$ cat config.mk
export PLATFORM = sky130hd
export DESIGN_NAME = debouncer
export DESIGN_NICKNAME = d
export VERILOG_FILES = /design/src/rtl/debouncer.sv
export SDC_FILE = /design/constraint.sdc
export NUM_CORES = 1
export LEC_CHECK = 0
export CORE_MARGIN = 4
export CORE_UTILIZATION = 53
export DETAILED_ROUTE_END_ITERATION = 6
export PLACE_DENSITY = 0.77
export RECOVER_POWER = 100
export SLEW_MARGIN = 20
export SYNTH_ARGS = -nofsm -noshare
export SYNTH_HDL_FRONTEND = slang
export SYNTH_SLANG_ARGS = --single-unit
$ cat constraint.sdc
create_clock -name i_clk -period 2.6 [get_ports i_clk]
set_input_delay 0.78 -clock i_clk [delete_from_list [all_inputs] [get_ports i_clk]]
set_output_delay 0.78 -clock i_clk [all_outputs]
set_load 0.03 [all_outputs]
$ cat src/rtl/debouncer.sv
// Debouncer: qualifies a level change on a raw contact input by requiring it to hold
// for P_STABLE consecutive samples. Optional two-flop input synchronizer: DEBOUNCER_SYNC_EN.
module debouncer #(
  parameter int unsigned P_STABLE = 1000,
  parameter logic        P_INIT   = 1'b0
) (
  input  logic i_clk,
  input  logic i_rst,
  input  logic i_in,
  output logic o_out,
  output logic o_busy,
  output logic o_glitch
);

  localparam int unsigned CW = $clog2(P_STABLE + 1);

  // o_busy is a direct decode of this state register, so it doubles as the FSM debug view.
  typedef enum logic {
    ST_STABLE = 1'b0,
    ST_CHECK  = 1'b1
  } state_t;

  state_t        state_q, state_d;
  logic [CW-1:0] cnt_q, cnt_d;
  logic          out_q, out_d;
  logic          glitch_q, glitch_d;
  logic          s;
  logic          last_sample;

`ifdef DEBOUNCER_SYNC_EN
  logic sync1_q, sync1_d;
  logic sync2_q, sync2_d;

  always_comb begin
    sync1_d = i_in;
    sync2_d = sync1_q;
  end

  always_ff @(posedge i_clk) begin
    if (i_rst) begin
      sync1_q <= P_INIT;
      sync2_q <= P_INIT;
    end else begin
      sync1_q <= sync1_d;
      sync2_q <= sync2_d;
    end
  end

  assign s = sync2_q;
`else
  assign s = i_in;
`endif

  // The candidate is accepted on the sample that brings the run length up to P_STABLE.
  assign last_sample = ((32'(cnt_q) + 32'd1) == P_STABLE);

  always_comb begin
    state_d  = state_q;
    cnt_d    = cnt_q;
    out_d    = out_q;
    glitch_d = 1'b0;
    case (state_q)
      ST_STABLE: begin
        if (s != out_q) begin
          if (P_STABLE == 32'd1) begin
            out_d = s;
          end else begin
            cnt_d   = CW'(1);
            state_d = ST_CHECK;
          end
        end
      end
      ST_CHECK: begin
        if (s != out_q) begin
          if (last_sample) begin
            out_d   = s;
            cnt_d   = '0;
            state_d = ST_STABLE;
          end else begin
            cnt_d = cnt_q + CW'(1);
          end
        end else begin
          cnt_d    = '0;
          state_d  = ST_STABLE;
          glitch_d = 1'b1;
        end
      end
      default: begin
        cnt_d   = '0;
        state_d = ST_STABLE;
      end
    endcase
  end

  always_ff @(posedge i_clk) begin
    if (i_rst) begin
      state_q  <= ST_STABLE;
      cnt_q    <= '0;
      out_q    <= P_INIT;
      glitch_q <= 1'b0;
    end else begin
      state_q  <= state_d;
      cnt_q    <= cnt_d;
      out_q    <= out_d;
      glitch_q <= glitch_d;
    end
  end

  assign o_out    = out_q;
  assign o_busy   = (state_q == ST_CHECK);
  assign o_glitch = glitch_q;

endmodule

Word-level counts from Yosys, hierarchy flattened
Index checks and enable logic that the tools add are counted.
{ "op_classes": {"n_bitwise": 1, "add_sub_neg": 2, "reduce_logical": 2, "mux": 9, "eq_ne": 3} }
{ "op_table": {"columns": ["operator", "n"], "rows": [
  ["10-bit two-way mux", 3],
  ["10-bit one-hot mux with 2 select lines", 1],
  ["10-bit by 1-bit adder with 11-bit output, second input constant", 1],
  ["11-bit by 10-bit equality test with 1-bit output, second input constant", 1],
  ["10-bit by 1-bit adder with 10-bit output, second input constant", 1],
  ["1-bit two-way mux", 4],
  ["3-bit AND reduction", 1],
  ["2-bit != test, second input constant", 1],
  ["1-bit one-hot mux with 2 select lines", 1],
  ["2-bit OR reduction", 1],
  ["1-bit != test", 1],
  ["1-bit inverter", 1]
]} }
{ "totals": {"inputBits": 3, "wordCells": 21, "reg_bits": 13, "output_inout_bits": 3} }

Logic depth before layout (Yosys ltp)
Gate-level depths: netlist of the first run.
{ "logic_depth": {"depth_word": 5, "depth_mapped": 6, "ltp_nobuf": 6} }

Least setup slack after synthesis of the first run
OpenSTA, ideal clock, no wires.
{ "synth_path": {"path_type": "register to register", "startpoint": "reg cnt_q[0]", "endpoint": "reg cnt_q[3]", "setup_time_ns": 0.079, "slack_ns": 0.812, "n_path_buf": 0, "stages_incl_launch_ff": 7, "required_time_ns": 2.521, "arrival_time_ns": 1.708, "period_less_slack_ns": 1.788, "path_cell_list": "dfxtp_1 > ha_1 > and4_1 > and4b_1 > nor3_2 > o21ai_1 > o211ai_1"} }
{ "synth_via": {"elab_chain_len": 5, "word_cells_on_any_way": 6, "classes_between": "2 x add/sub; 1 x eq/ne; 3 x mux"} }
{ "synth_rtl": {"columns": ["item", "line", "text"], "rows": [
  ["from (decl)", "24", "logic [CW-1:0] cnt_q, cnt_d;"],
  ["from (signal assigned)", "103", "cnt_q <= cnt_d;"],
  ["10-bit by 1-bit adder with 11-bit output", "55", "assign last_sample = ((32'(cnt_q) + 32'd1) == P_STABLE);"],
  ["11-bit by 10-bit equality test with 1-bit output", "55", null],
  ["10-bit two-way mux (*)", "75", "if (last_sample) begin"],
  ["10-bit two-way mux (*)", "74", "if (s != out_q) begin"],
  ["10-bit one-hot mux with 2 select lines (*)", "62", "case (state_q)"]
]} }
Mark *: on every way between the ends. The rest lies on a longest branch, timed or not.
A chain may end at the register's enable or synchronous reset.

Worst setup path after layout of the first run
{ "layout_path": {"startpoint": "in i_in", "endpoint": "reg cnt_q[2]"} }
{ "layout_via": {"elab_chain_len": 3, "word_cells_on_any_way": 4, "classes_between": "2 x eq/ne; 2 x mux"} }
{ "layout_rtl": {"columns": ["item", "line", "text"], "rows": [
  ["from (decl)", "9", "input logic i_in,"],
  ["1-bit != test (*)", "64, 74", null],
  ["10-bit two-way mux", "74", null],
  ["10-bit one-hot mux with 2 select lines", "62", null]
]} }
Marks and branches as above.

==> results of run 1 <==
-- kinds of logic (layout without fill, tap and decap cells) --
kind of cell,Yosys count,in the layout
XOR/XNOR,3,3
flip-flops,13,13
AO/OA/AOI/OAI,22,22
buffers and inverters,6,14
adder cells (fa/ha/maj),1,1
AND/OR/NAND/NOR,45,45
-- per-layer routing --
layer / vias up / share of wire [%] / track usage (%)
met5: - / 0 / 0
met4: 0 / 1.5 / 9.64
met3: 4 / 2.8 / 3.66
met2: 11 / 47 / 26.7
met1: 314 / 49 / 23.2
li1: 349 / - / -
-- power groups by stage --
stage	Sequential, mW	Combinational, mW	Clock, mW
after floorplan	0.212	0.0102	0
after global placement	0.210	0.0214	0
after detailed placement	0.210	0.0219	0
after CTS	0.206	0.0220	0.129
after global routing	0.206	0.0237	0.139
final	0.205	0.0215	0.123
-- state kept, by name, indices dropped and copies added, names as in the netlist --
register  count
o_busy        1
cnt_q        10
o_glitch      1
o_out         1
-- synth_stat cells --
cell,n
a21oi_1,2
a41oi_1,1
dfxtp_1,13
xnor2_1,1
o31ai_1,1
nor2_1,2
nor3_1,4
ha_1,1
or2_2,1
and4_1,1
inv_1,5
o21bai_1,1
o21ai_0,10
nor3_2,1
nor4_1,1
nand2b_1,1
nand4_1,2
nand2_1,16
and4b_1,1
or3_1,5
and3_1,3
a21o_1,1
a211o_1,1
or4_1,1
o311a_1,1
nand3_2,1
clkbuf_1,1
xor2_1,2
o21ai_1,1
o211ai_1,3
nand3_1,5
-- cells in the final DEF (no fill, tap or decap) --
cell / netlist / routed
nand2_1: 16 / 16
dfxtp_1: 13 / 13
o21ai_0: 10 / 10
nand3_1: 5 / 6
inv_1: 5 / 5
or3_1: 5 / 5
nor3_1: 4 / 4
and3_1: 3 / 3
o211ai_1: 3 / 3
clkbuf_4: 0 / 3
dlygate4sd3_1: 0 / 3
nand4_1: 2 / 2
xor2_1: 2 / 2
a21oi_1: 2 / 2
nor2_1: 2 / 2
clkdlybuf4s50_1: 0 / 2
nor4_1: 1 / 1
and4_1: 1 / 1
and4b_1: 1 / 1
a21o_1: 1 / 1
a41oi_1: 1 / 1
nor3_2: 1 / 1
a211o_1: 1 / 1
o21bai_1: 1 / 1
o21ai_1: 1 / 1
or2_2: 1 / 1
nand2b_1: 1 / 1
o311a_1: 1 / 1
xnor2_1: 1 / 1
or4_1: 1 / 1
o31ai_1: 1 / 1
ha_1: 1 / 1
clkbuf_1: 1 / 1
-- metrics by stage --
stage          utilization (%)  worst slack [ps]  instances  power (mW)  hold slack (ps)
2_1_floorplan                -               812         90       0.222              464
3_3_place_gp              65.2               148        108       0.232              487
3_5_place_dp              65.2              20.2        108       0.232              491
4_1_cts                   67.4               306        112       0.357              502
5_1_grt                   67.0               223        112       0.369              541
6_report                  67.0               280        112       0.350              500
-- critical path, cell delays in order --
cell and delay (ps):
clkdlybuf4s50_1 440, xor2_1 200, nor3_1 780, o21ai_0 190
o21ai_0 120
-- layout make-up --
class / instances / area [um2]
clock buffer: 4 / 26.3
fill: 106 / 387
inverter: 5 / 18.8
multi-input combinational: 71 / 412
sequential: 13 / 260
tap: 14 / 17.5
timing repair buffer: 5 / 50.0
-- worst min path at each step --
stage,startpoint,endpoint,slack (ps),cells after the start
5_1_grt,o_out,o_out,540,2
4_1_cts,cnt_q[9],cnt_q[9],500,2
3_5_place_dp,cnt_q[9],cnt_q[9],490,2
2_1_floorplan,cnt_q[9],cnt_q[9],460,2
3_3_place_gp,cnt_q[9],cnt_q[9],490,2
6_report,cnt_q[9],cnt_q[9],500,2
==> results.py, run 1 <==
metrics = {
    "critical_path": {
        "worstRegToRegCells": 6,
        "reg2reg_slack_ps": 430,
        "path_class": "primary input to flip-flop",
        "r2r-start": "cnt_q[0]",
        "critPathCapture": "cnt_q[2]",
        "start_kind": "primary input",
        "worstPathMaxFanout": 9,
        "r2r_end": "cnt_q[2]",
        "arrival_ps": 2510,
        "crit_start": "i_in",
        "crit_required_ps": 2790,
        "endpoint_kind": "flip-flop",
    },
    "synth": {
        "synth_fa_ha_area_share_pct": 1.79,
        "yosys.area_share.simple_pct": 34.3,
        "syn_nets": 94,
        "synth_compound_area_share_pct": 19.7,
        "yosys.area.top_type_share_pct": 37.2,
        "synthCells": 90,
        "synth_top_family_by_area": "simple AND/OR/NAND/NOR gates",
        "yosysWarnings": 0,
        "synth.ff_latch_count": 13,
        "ys_types": 31,
        "synth_xor_area_share_pct": 3.76,
        "synthTopCellsByArea": "dfxtp_1 37%, nand2_1 8.6%, o21ai_0 7.2%",
        "synth_top_area_cell": "dfxtp_1",
        "synth_mux_area_share_pct": 0,
        "netlist_area_um2": 699,
        "syn_area_per_cell_um2": 7.77,
        "synth_seq_area_share_pct": 37.2,
    },
    "floorplanning": {
        "die_area_um2": 1960,
        "die_x_um": 44.3,
        "rows": 12,
        "core_um2": 1170,
        "initial_core_util_pct": 59.7,
        "io_pins": 6,
        "die_h_um": 44.3,
    },
    "cts": {
        "cts_root_buf": "clkbuf_4",
        "cts_sinks": 13,
        "cts_setup_buffers": 0,
        "hold_buffers": 0,
        "clockBufferDepth": 2,
        "htree_levels": 1,
        "clk_pin_slew_ps": 80,
        "cts_resized": 0,
        "numCtsBuffers": 3,
        "insertion_delay_ps": 270,
        "cts_tree": "built",
    },
    "power_and_ir_drop": {
        "leakage_nw": 0.279,
        "combinationalPowerShare_pct": 6.2,
        "p_int_mw": 0.270,
        "p_seq_share_pct": 58.7,
        "netSwitchingPower_mw": 0.0804,
        "clockPowerShare_pct": 35.2,
        "sw_frac_of_total_pct": 23.0,
        "p_per_area_nw_per_um2": 446,
        "peakVddDrop_v": 0.000280,
    },
    "place": {
        "hpwl_um": 1140,
        "gp_congestion": 0.793,
        "placed_cell_area_um2": 763,
        "io_buffers": 5,
    },
    "timing": {
        "slew_violations": 0,
        "slew_headroom_pct": 33.4,
        "clock_skew_ps": 2.16,
        "hold_viol": 0,
        "post-route-period-util_pct": 89.2,
        "setup_tns_ps": 0,
        "finalSetupViolCount": 0,
        "fmax_ghz": 0.431,
        "rsz0062_at_grt": "false",
        "fin_crit_ps": 2320,
        "worst_slew_pin_slew_ps": 992,
    },
    "outcome": {
        "status": "complete, no violations",
    },
    "drt": {
        "vias": 678,
        "drc": 0,
        "antenna_left": 0,
        "drt-total-wl_um": 1560,
        "wl_per_cell_um": 13.9,
        "firstDrtPassIters": 4,
        "avgViaCountPerCell": 6.05,
        "drt_iter0_markers": 14,
    },
    "grt": {
        "grt_pass1_wl_um": 2550,
        "grt_pass1_vias": 594,
        "grt_overflow": 0,
        "antenna_found_initial": 0,
        "grt_usage_pct": 17.7,
        "grt_max_degree": 10,
    },
    "min_path": {
        "hp-class": "flip-flop to flip-flop",
    },
    "layout": {
        "layout.nets": 103,
        "area_growth_pct": 12.2,
        "fin_area_um2": 785,
        "drive_gt1_share_pct": 5.10,
        "antenna_cells": 0,
    },
    "job": {
        "cap_violations": 0,
    },
}
Power figures use the tool's default switching activity.
==> inputs of run 2 (changes only) <==
--- a/config.mk
+++ b/config.mk
@@ -5,10 +5,12 @@
 export SDC_FILE = /design/constraint.sdc
 export NUM_CORES = 1
 export LEC_CHECK = 0
+export CELL_PAD_IN_SITES_DETAIL_PLACEMENT = 0
+export CELL_PAD_IN_SITES_GLOBAL_PLACEMENT = 1
 export CORE_MARGIN = 4
-export CORE_UTILIZATION = 53
+export CORE_UTILIZATION = 40
 export DETAILED_ROUTE_END_ITERATION = 6
-export PLACE_DENSITY = 0.77
+export PLACE_DENSITY = 0.78
 export RECOVER_POWER = 100
 export SLEW_MARGIN = 20
 export SYNTH_ARGS = -nofsm -noshare
==> run 2 against run 1 <==
Against the previous run: die area grew 26%; wire length rose by 1.9%; core utilization decreased by 17 points; combinational power about the same; global-route usage is 2.7 points lower; sequential share of layout area decreased by 0.37 points; setup slack better by 26 ps; flip-flop and latch count is the same; count of clock-buffer cells in the layout is 1 lower; clock skew is 0.99 ps higher; sequential power about the same.
==> results.py, run 2 (synthesized netlist as in run 1, its figures left out) <==
metrics = {
    "floorplanning": {
        "initial_core_util_pct": 44.4,
        "core_um2": 1580,
        "die_h_um": 49.8,
        "die_x_um": 49.8,
        "io_pins": 6,
        "rows": 14,
        "die_area_um2": 2480,
    },
    "grt": {
        "grt_overflow": 0,
        "grt_usage_pct": 15.0,
        "grt-busiest-layer": "met2",
        "antenna_found_initial": 0,
        "met2_usage_pct": 22.9,
        "met3_usage_pct": 5.42,
        "grt_max_degree": 10,
        "grt_util_met1_pct": 19.6,
        "grt_pass1_wl_um": 2880,
        "grt_pass1_vias": 641,
    },
    "critical_path": {
        "crit_path_frequent_cell": "o21ai_0",
        "crit_required_ps": 2810,
        "endpoint_kind": "flip-flop",
        "arrival_ps": 2500,
        "start_kind": "primary input",
        "cp_slowest_cell": "nor3_1",
        "path_class": "primary input to flip-flop",
        "worstPathMaxFanout": 9,
        "crit_path_cell_trace": "clkdlybuf4s50_1, xor2_1, nor3_1, o21ai_0, o21ai_0",
        "max_stage_delay_ps": 770,
    },
    "timing": {
        "post-route-period-util_pct": 88.2,
        "finalSetupViolCount": 0,
        "worst_slew_pin_slew_ps": 982,
        "slew_violations": 0,
        "setup_tns_ps": 0,
        "slew_headroom_pct": 34.0,
        "fmax_ghz": 0.436,
        "fin_crit_ps": 2290,
        "clock_skew_ps": 3.15,
        "hold_viol": 0,
        "rsz0062_at_grt": "false",
    },
    "drt": {
        "wl_per_cell_um": 13.9,
        "avgViaCountPerCell": 6.03,
        "drt-total-wl_um": 1590,
        "vias": 687,
        "drc": 0,
        "firstDrtPassIters": 4,
        "antenna_left": 0,
        "drt_iter0_markers": 16,
    },
    "layout": {
        "largest_reg_flops": 10,
        "layout.nets": 103,
        "area_growth_pct": 13.4,
        "layout.cells.most_common": "nand2_1",
        "antenna_cells": 0,
        "drive_gt1_share_pct": 7.14,
        "top_register": "cnt_q",
        "layout_common_cells": "16 x nand2_1, 13 x dfxtp_1, 10 x o21ai_0",
    },
    "min_path": {
        "hp-class": "flip-flop to flip-flop",
    },
    "power_and_ir_drop": {
        "p_per_area_nw_per_um2": 448,
        "peakVddDrop_v": 0.000273,
        "power.total_mw": 0.355,
        "leakage_nw": 0.282,
    },
    "cts": {
        "htree_levels": 1,
        "clk_pin_slew_ps": 90,
        "numCtsBuffers": 3,
        "cts_sinks": 13,
        "hold_buffers": 0,
        "cts_tree": "built",
        "cts_setup_buffers": 0,
        "cts_resized": 0,
        "cts_root_buf": "clkbuf_4",
        "clockBufferDepth": 2,
        "insertion_delay_ps": 280,
    },
    "outcome": {
        "status": "complete, no violations",
    },
    "place": {
        "io_buffers": 5,
        "hpwl_um": 1140,
        "gp_congestion": 0.745,
    },
    "job": {
        "cap_violations": 0,
    },
}
run 2: power by group:
part           internal (mW)  switching [mW]  leakage [nW]  total (mW)
Combinational        0.00842          0.0133         0.159      0.0218
Sequential             0.202         0.00384         0.105       0.206
Clock                 0.0570          0.0709        0.0177       0.128
run 2: cell type report:
| cell class | instances | area, um2 |
|---|---|---|
| Clock buffer | 3 | 22.5 |
| Clock inverter | 1 | 5.00 |
| Fill cell | 178 | 783 |
| Inverter | 5 | 18.8 |
| Multi-Input combinational cell | 71 | 417 |
| Sequential cell | 13 | 260 |
| Tap cell | 16 | 20.0 |
| Timing Repair Buffer | 5 | 50.0 |
run 2: worst max-delay path, delay by kind of cell:
kind,cells,cell delay [ps]
XOR/XNOR,1,200
buffers and inverters,1,430
AO/OA/AOI/OAI,2,320
AND/OR/NAND/NOR,1,770
run 2: worst paths after layout:
check	start	to	slack, ps	depth (start not counted)
max	i_in	cnt_q[2]	310	5
min	cnt_q[9]	cnt_q[9]	490	2
max reg2reg	cnt_q[0]	cnt_q[3]	370	6
min reg2reg	cnt_q[9]	cnt_q[9]	490	2
run 2: metal layers:
layer | share of wire [%] | routed length [um]
met3 | 4.9 | 78
met2 | 48 | 761
met4 | 0.63 | 10
met5 | 0 | 0
met1 | 46 | 736
run 2: per-stage QoR:
stage | std cells | util, % | instance area (um2) | hold WS (ps) | setup WS [ps]
after floorplan | 90 | - | 699 | 464 | 812
after global placement | 110 | 48.6 | 766 | 491 | 144
after detailed placement | 110 | 48.6 | 766 | 488 | 19.6
after CTS | 114 | 50.3 | 793 | 500 | 310
after global routing | 114 | 50.3 | 793 | 529 | 116
final | 114 | 50.3 | 793 | 493 | 306
==> inputs of run 3 (changes only) <==
==> constraint.sdc (replaced) <==
create_clock -name i_clk -period 2.6 [get_ports i_clk]
set_input_delay 0.78 -clock i_clk [delete_from_list [all_inputs] [get_ports i_clk]]
set_output_delay 0.78 -clock i_clk [all_outputs]
set_load 0.05 [all_outputs]
==> results of run 3 <==
Same layout as run 2 (identical final DEF). Status: complete, no violations.
Main changes from that run: setup slack after layout 306 ps -> 220 ps; start point of the critical path i_in -> o_busy; end point of the critical path cnt_q[2] -> o_busy; total power 0.355 mW -> 0.357 mW; worst IR drop on VDD 0.000273 V -> 0.000278 V
